### config.mk
export PLATFORM = sky130hd
export DESIGN_NAME = imem_loader
export DESIGN_NICKNAME = d
export VERILOG_FILES = /design/src/rtl/mips_pkg.sv /design/src/rtl/imem_loader_word_packer.sv /design/src/rtl/imem_loader.sv
export SDC_FILE = /design/constraint.sdc
export NUM_CORES = 1
export LEC_CHECK = 0
export ABC_AREA = 1
export BUFFER_PORTS_ARGS = -buffer_cell sky130_fd_sc_hd__buf_2
export CORE_ASPECT_RATIO = 1.75
export CORE_UTILIZATION = 39
export CTS_CLUSTER_DIAMETER = 40
export DETAILED_ROUTE_END_ITERATION = 10
export GPL_TIMING_DRIVEN = 1
export PLACE_DENSITY = 0.71
export SYNTH_ARGS = -nofsm -noshare
export SYNTH_HDL_FRONTEND = slang
export SYNTH_SLANG_ARGS = --single-unit
### constraint.sdc
create_clock -name clock -period 3.75 [get_ports clock]
set_clock_uncertainty 0.2 [all_clocks]
set_input_delay 0.1875 -clock clock [delete_from_list [all_inputs] [get_ports clock]]
set_output_delay 0.1875 -clock clock [all_outputs]
set_load 0.02 [all_outputs]
### src/rtl/mips_pkg.sv
// rtl/mips_pkg.sv - shared MIPS constants and the instruction-memory loader state encoding.
package mips_pkg;

    localparam logic [31:0] TEXT_BASE  = 32'h00400000;
    localparam int          WORD_BYTES = 4;

    typedef enum logic [2:0] {
        IDLE,
        ASSEMBLE,
        WRITE,
        DONE,
        ERROR
    } loader_state_e;

endpackage

### src/rtl/imem_loader_word_packer.sv
// rtl/imem_loader_word_packer.sv - packs accepted bytes big-endian into 32-bit words.
// word is combinational so the completed word is available in the same cycle as its last byte.
module word_packer
    import mips_pkg::*;
(
    input  logic        clock,
    input  logic        reset,
    input  logic        clear,
    input  logic        accept,
    input  logic [7:0]  byte_in,
    output logic        word_full,
    output logic [31:0] word
);

    logic [23:0] shift_q, shift_d;
    logic [1:0]  count_q, count_d;

    always_comb begin
        shift_d = shift_q;
        count_d = count_q;
        if (clear) begin
            count_d = 2'd0;
        end else if (accept) begin
            shift_d = {shift_q[15:0], byte_in};
            count_d = count_q + 2'd1;
        end
    end

    always_ff @(posedge clock or posedge reset) begin
        if (reset) begin
            shift_q <= 24'h0;
            count_q <= 2'd0;
        end else begin
            shift_q <= shift_d;
            count_q <= count_d;
        end
    end

    assign word_full = accept && !clear && (count_q == 2'(WORD_BYTES - 1));
    assign word      = {shift_q, byte_in};

endmodule

### src/rtl/imem_loader.sv
// rtl/imem_loader.sv - serial byte stream to instruction memory writer; holds the CPU until loaded.
// Optional running checksum of written words: IMEM_LOADER_CHECKSUM_EN.
module imem_loader
    import mips_pkg::*;
#(
    parameter logic [31:0] BASE_ADDR = TEXT_BASE,
    parameter int          MAX_WORDS = 1024
) (
    input  logic                         clock,
    input  logic                         reset,
    input  logic                         start,
    input  logic [7:0]                   byte_in,
    input  logic                         byte_valid,
    output logic                         byte_ready,
    output logic                         wr_en,
    output logic [31:0]                  wr_addr,
    output logic [31:0]                  wr_data,
    output logic [$clog2(MAX_WORDS):0]   words_written,
    output logic                         cpu_hold,
    output logic                         done,
    output logic                         error,
    output logic [31:0]                  checksum
);

    localparam int CW = $clog2(MAX_WORDS) + 1;

    loader_state_e state_q;
    logic [CW-1:0] index_q;
    logic [CW-1:0] words_q;
    logic          byte_ready_q;
    logic          wr_en_q;
    logic [31:0]   wr_addr_q;
    logic [31:0]   wr_data_q;
    logic          cpu_hold_q;
    logic          done_q;
    logic          error_q;

    logic          load_start;
    logic          accept;
    logic          word_full;
    logic [31:0]   word;
    logic          last_slot;
    logic [31:0]   slot_addr;

    assign load_start = start && (state_q == IDLE || state_q == DONE || state_q == ERROR);
    assign accept     = byte_valid && byte_ready_q && (state_q == ASSEMBLE);
    assign last_slot  = (index_q == CW'(MAX_WORDS - 1));
    assign slot_addr  = BASE_ADDR + 32'(index_q) * 32'(WORD_BYTES);

    word_packer u_packer (
        .clock     (clock),
        .reset     (reset),
        .clear     (load_start),
        .accept    (accept),
        .byte_in   (byte_in),
        .word_full (word_full),
        .word      (word)
    );

    always_ff @(posedge clock or posedge reset) begin
        if (reset) begin
            state_q      <= IDLE;
            index_q      <= '0;
            words_q      <= '0;
            byte_ready_q <= 1'b0;
            wr_en_q      <= 1'b0;
            wr_addr_q    <= BASE_ADDR;
            wr_data_q    <= 32'h0;
            cpu_hold_q   <= 1'b1;
            done_q       <= 1'b0;
            error_q      <= 1'b0;
        end else begin
            case (state_q)
                IDLE, DONE, ERROR: begin
                    if (start) begin
                        state_q      <= ASSEMBLE;
                        index_q      <= '0;
                        words_q      <= '0;
                        byte_ready_q <= 1'b1;
                        cpu_hold_q   <= 1'b1;
                        done_q       <= 1'b0;
                        error_q      <= 1'b0;
                    end
                end
                ASSEMBLE: begin
                    if (word_full) begin
                        state_q      <= WRITE;
                        byte_ready_q <= 1'b0;
                        wr_en_q      <= 1'b1;
                        wr_addr_q    <= slot_addr;
                        wr_data_q    <= word;
                    end
                end
                WRITE: begin
                    wr_en_q <= 1'b0;
                    words_q <= words_q + CW'(1);
                    // A zero word is the program terminator; it is written before fetch is released.
                    if (wr_data_q == 32'h0) begin
                        state_q    <= DONE;
                        done_q     <= 1'b1;
                        cpu_hold_q <= 1'b0;
                    end else if (last_slot) begin
                        state_q <= ERROR;
                        error_q <= 1'b1;
                    end else begin
                        state_q      <= ASSEMBLE;
                        index_q      <= index_q + CW'(1);
                        byte_ready_q <= 1'b1;
                    end
                end
                default: begin
                    state_q      <= IDLE;
                    byte_ready_q <= 1'b0;
                    wr_en_q      <= 1'b0;
                end
            endcase
        end
    end

`ifdef IMEM_LOADER_CHECKSUM_EN
    logic [31:0] csum_q;

    always_ff @(posedge clock or posedge reset) begin
        if (reset) begin
            csum_q <= 32'h0;
        end else if (load_start) begin
            csum_q <= 32'h0;
        end else if (state_q == WRITE) begin
            csum_q <= csum_q + wr_data_q;
        end
    end

    assign checksum = csum_q;
`else
    assign checksum = 32'h0;
`endif

    assign byte_ready    = byte_ready_q;
    assign wr_en         = wr_en_q;
    assign wr_addr       = wr_addr_q;
    assign wr_data       = wr_data_q;
    assign words_written = words_q;
    assign cpu_hold      = cpu_hold_q;
    assign done          = done_q;
    assign error         = error_q;

endmodule

==> flow_summary.ini <==
[global_routing]
grt-ovfl-total = 0
antenna_found_initial = 0
grt_usage_pct = 17.1
grt_pass1_vias = 3731
grt_pass1_wl_um = 17100
grt_max_degree = 88

[pwr]
p_per_area_nw_per_um2 = 690
p_leak_uw = 0.00292
finalPower_uw = 3740
peakVddDrop_v = 0.000366

[yosys]
synth_area_leaders = dfrtp_1 51%, nand2_1 11%, buf_4 8.5%, o21ai_0 5.7%, mux2_2 4.5%
syn_inst = 550
netlist.area_leader.share_pct = 51.3
synth_seq_cells = 99
syn-cell-area_um2 = 4780
yosysTopAreaCell = dfrtp_1
avgSynthCellArea_um2 = 8.70
ys_seq_area_share_pct = 51.8
synth.distinct_cells = 31
yosysWarnings = 0

[cts]
htreeDepth = 3
root_buffer = clkbuf_16
cts_setup_buffers = 0
cts_sinks = 99
cts_buffers = 9
cts_buffer_depth = 2
clkLatencyLatePin_ns = 0.34
tritoncts = yes
cts_resized = 0
cts.clk_slew.worst_paths_ns = 0.06

[floorplanning]
die_h_um = 149
boundaryPins = 124
core_area_um2 = 12000
start_util_pct = 39.9
row_count = 53
chipWidth_um = 85.7
dieArea_um2 = 12700

[setup_path]
end_kind = flop
rr_endpoint = wr_addr[4]
required_ns = 3.77
r2r-start = state_q[1]
r2r_setup_slack_ns = 1.47
cp-endpoint = wr_addr[4]
r2r_cells = 7
setup.worst_path.start = state_q[1]
start_kind = flop
crit_fanout = 57
crit_type = reg -> reg
arrival_ns = 2.30

[timing]
rsz0062_at_grt = false
finalCritPeriodShare_pct = 60.8
final_max_slew_viol_count = 0
hold_viol_final = 0
timing.hold.ws_ns = 0.0796
max_slew_margin_pct = 29.0
max_freq_mhz = 439
worstMarginPinSlew_ns = 1.06
setup_viol = 0
tns_ns = 0
fin_crit_ns = 2.28

[detailed_routing]
wire_per_inst_um = 12.8
viasPerCell = 4.63
drtAntennaViolNets = 0
routed_wl_um = 10200
first_pass_iters = 4
num_vias = 3670
remaining_drc_errors = 0
drtIter0Drc = 203

[finish]
n_antenna_cell = 0
instances_no_fill = 793
stdcell_area_um2 = 5420
layout_common_cells = 142 x nand2_1, 98 x dfrtp_1, 70 x buf_2
layout_commonest_cell = nand2_1
areaGrowthSynthToFinish_pct = 13.4
drive_above_1_share_pct = 19.4
nets = 639

[min_path]
min_path_type = in -> reg

[place]
numPortBuffers = 70
hpwl_um = 7280
dp_cells = 769
placed_cell_area_um2 = 5070
gp_congestion = 0.911

[outcome]
status = completed

[flow_run]
cap_violations = 0
[layer usage]
| layer | track usage [%] | share of wire [%] |
|---|---|---|
| met1 | 18.1 | 39 |
| met2 | 32.0 | 54 |
| met3 | 1.89 | 3.6 |
| met4 | 10.5 | 3.8 |
| met5 | 0 | 0 |
[cell families after synthesis]
family,count (synthesis),share of synthesized area [%]
flops,99,51.8
mux,19,4.47
xor+xnor,5,0.915
buf+inv,117,13.9
simple gates,238,20.7
other cells,2,0.157
fa+ha+maj,3,0.785
compound gates,67,7.19
[power breakdown]
part / total, uW / leakage, uW / switching (uW) / internal, uW
Combinational: 1390 / 0.00146 / 982 / 407
Sequential: 1530 / 0.00133 / 180 / 1350
Clock: 824 / 0.000132 / 363 / 461
[state kept, by name (all words and copies together) (netlist names)]
name	cells
wr_data	32
u_packer.shift_q	24
index_q	11
words_written	11
wr_addr	11
state_q	3
u_packer.count_q	2
byte_ready	1
cpu_hold	1
done	1
error	1
wr_en	1
[worst max-delay path, cell delays in order (launching register included)]
cell	delay, ns
dfrtp_1	0.39
inv_1	0.08
nand3_1	0.13
nor2_2	0.16
nand2_2	0.60
buf_4	0.43
nand2_1	0.06
o21ai_0	0.07
[layout make-up]
cell class / instances / area (um^2)
Inverter: 47 / 179
Fill cell: 1113 / 6580
Sequential cell: 99 / 2480
Multi-Input combinational cell: 385 / 1830
Clock inverter: 3 / 15.0
Clock buffer: 12 / 246
Tap cell: 165 / 206
Timing Repair Buffer: 82 / 463
[cell usage after synthesis]
master and count:
nand2_1 143, dfrtp_1 98, buf_4 54, o21ai_0 54, nor2_1 48, inv_1 44, nand3_1 28, mux2_2 19
buf_2 8, clkbuf_1 6, nor2_2 5, o21ai_1 5, a21oi_1 4, nor3_1 4, xor2_1 4, ha_1 3
inv_2 3, nand4_1 3, buf_6 2, conb_1 2, nor2_4 2, o22ai_1 2, and3_1 1, dfstp_2 1
nand2_2 1, nand2_4 1, nand3_2 1, nor3b_1 1, o31ai_1 1, o32ai_1 1, xnor2_1 1
[how the worst min path moves through the flow]
stage / start / to / cells past startpoint
global placement: byte_in[0] / u_packer.shift_q[0] / 3
detailed placement: byte_in[5] / u_packer.shift_q[5] / 3
global route: start / state_q[0] / 4
CTS: start / state_q[0] / 4
finish: start / state_q[0] / 4
floorplan: byte_in[0] / u_packer.shift_q[0] / 2
[per-stage QoR]
| stage | setup WS (ns) | utilization (%) |
|---|---|---|
| after floorplan | 0.774 | - |
| after global placement | 1.60 | 42.2 |
| after detailed placement | 1.46 | 42.2 |
| after CTS | 1.45 | 45.2 |
| after global routing | 1.24 | 45.2 |
| final | 1.47 | 45.2 |
[timing repair]
item,4_1_cts,5_1_grt
setup endpoints to repair,0,0
hold buffers,9,0
endpoints found under the hold margin,102,0
No activity file was read; power rests on OpenSTA's default activity.
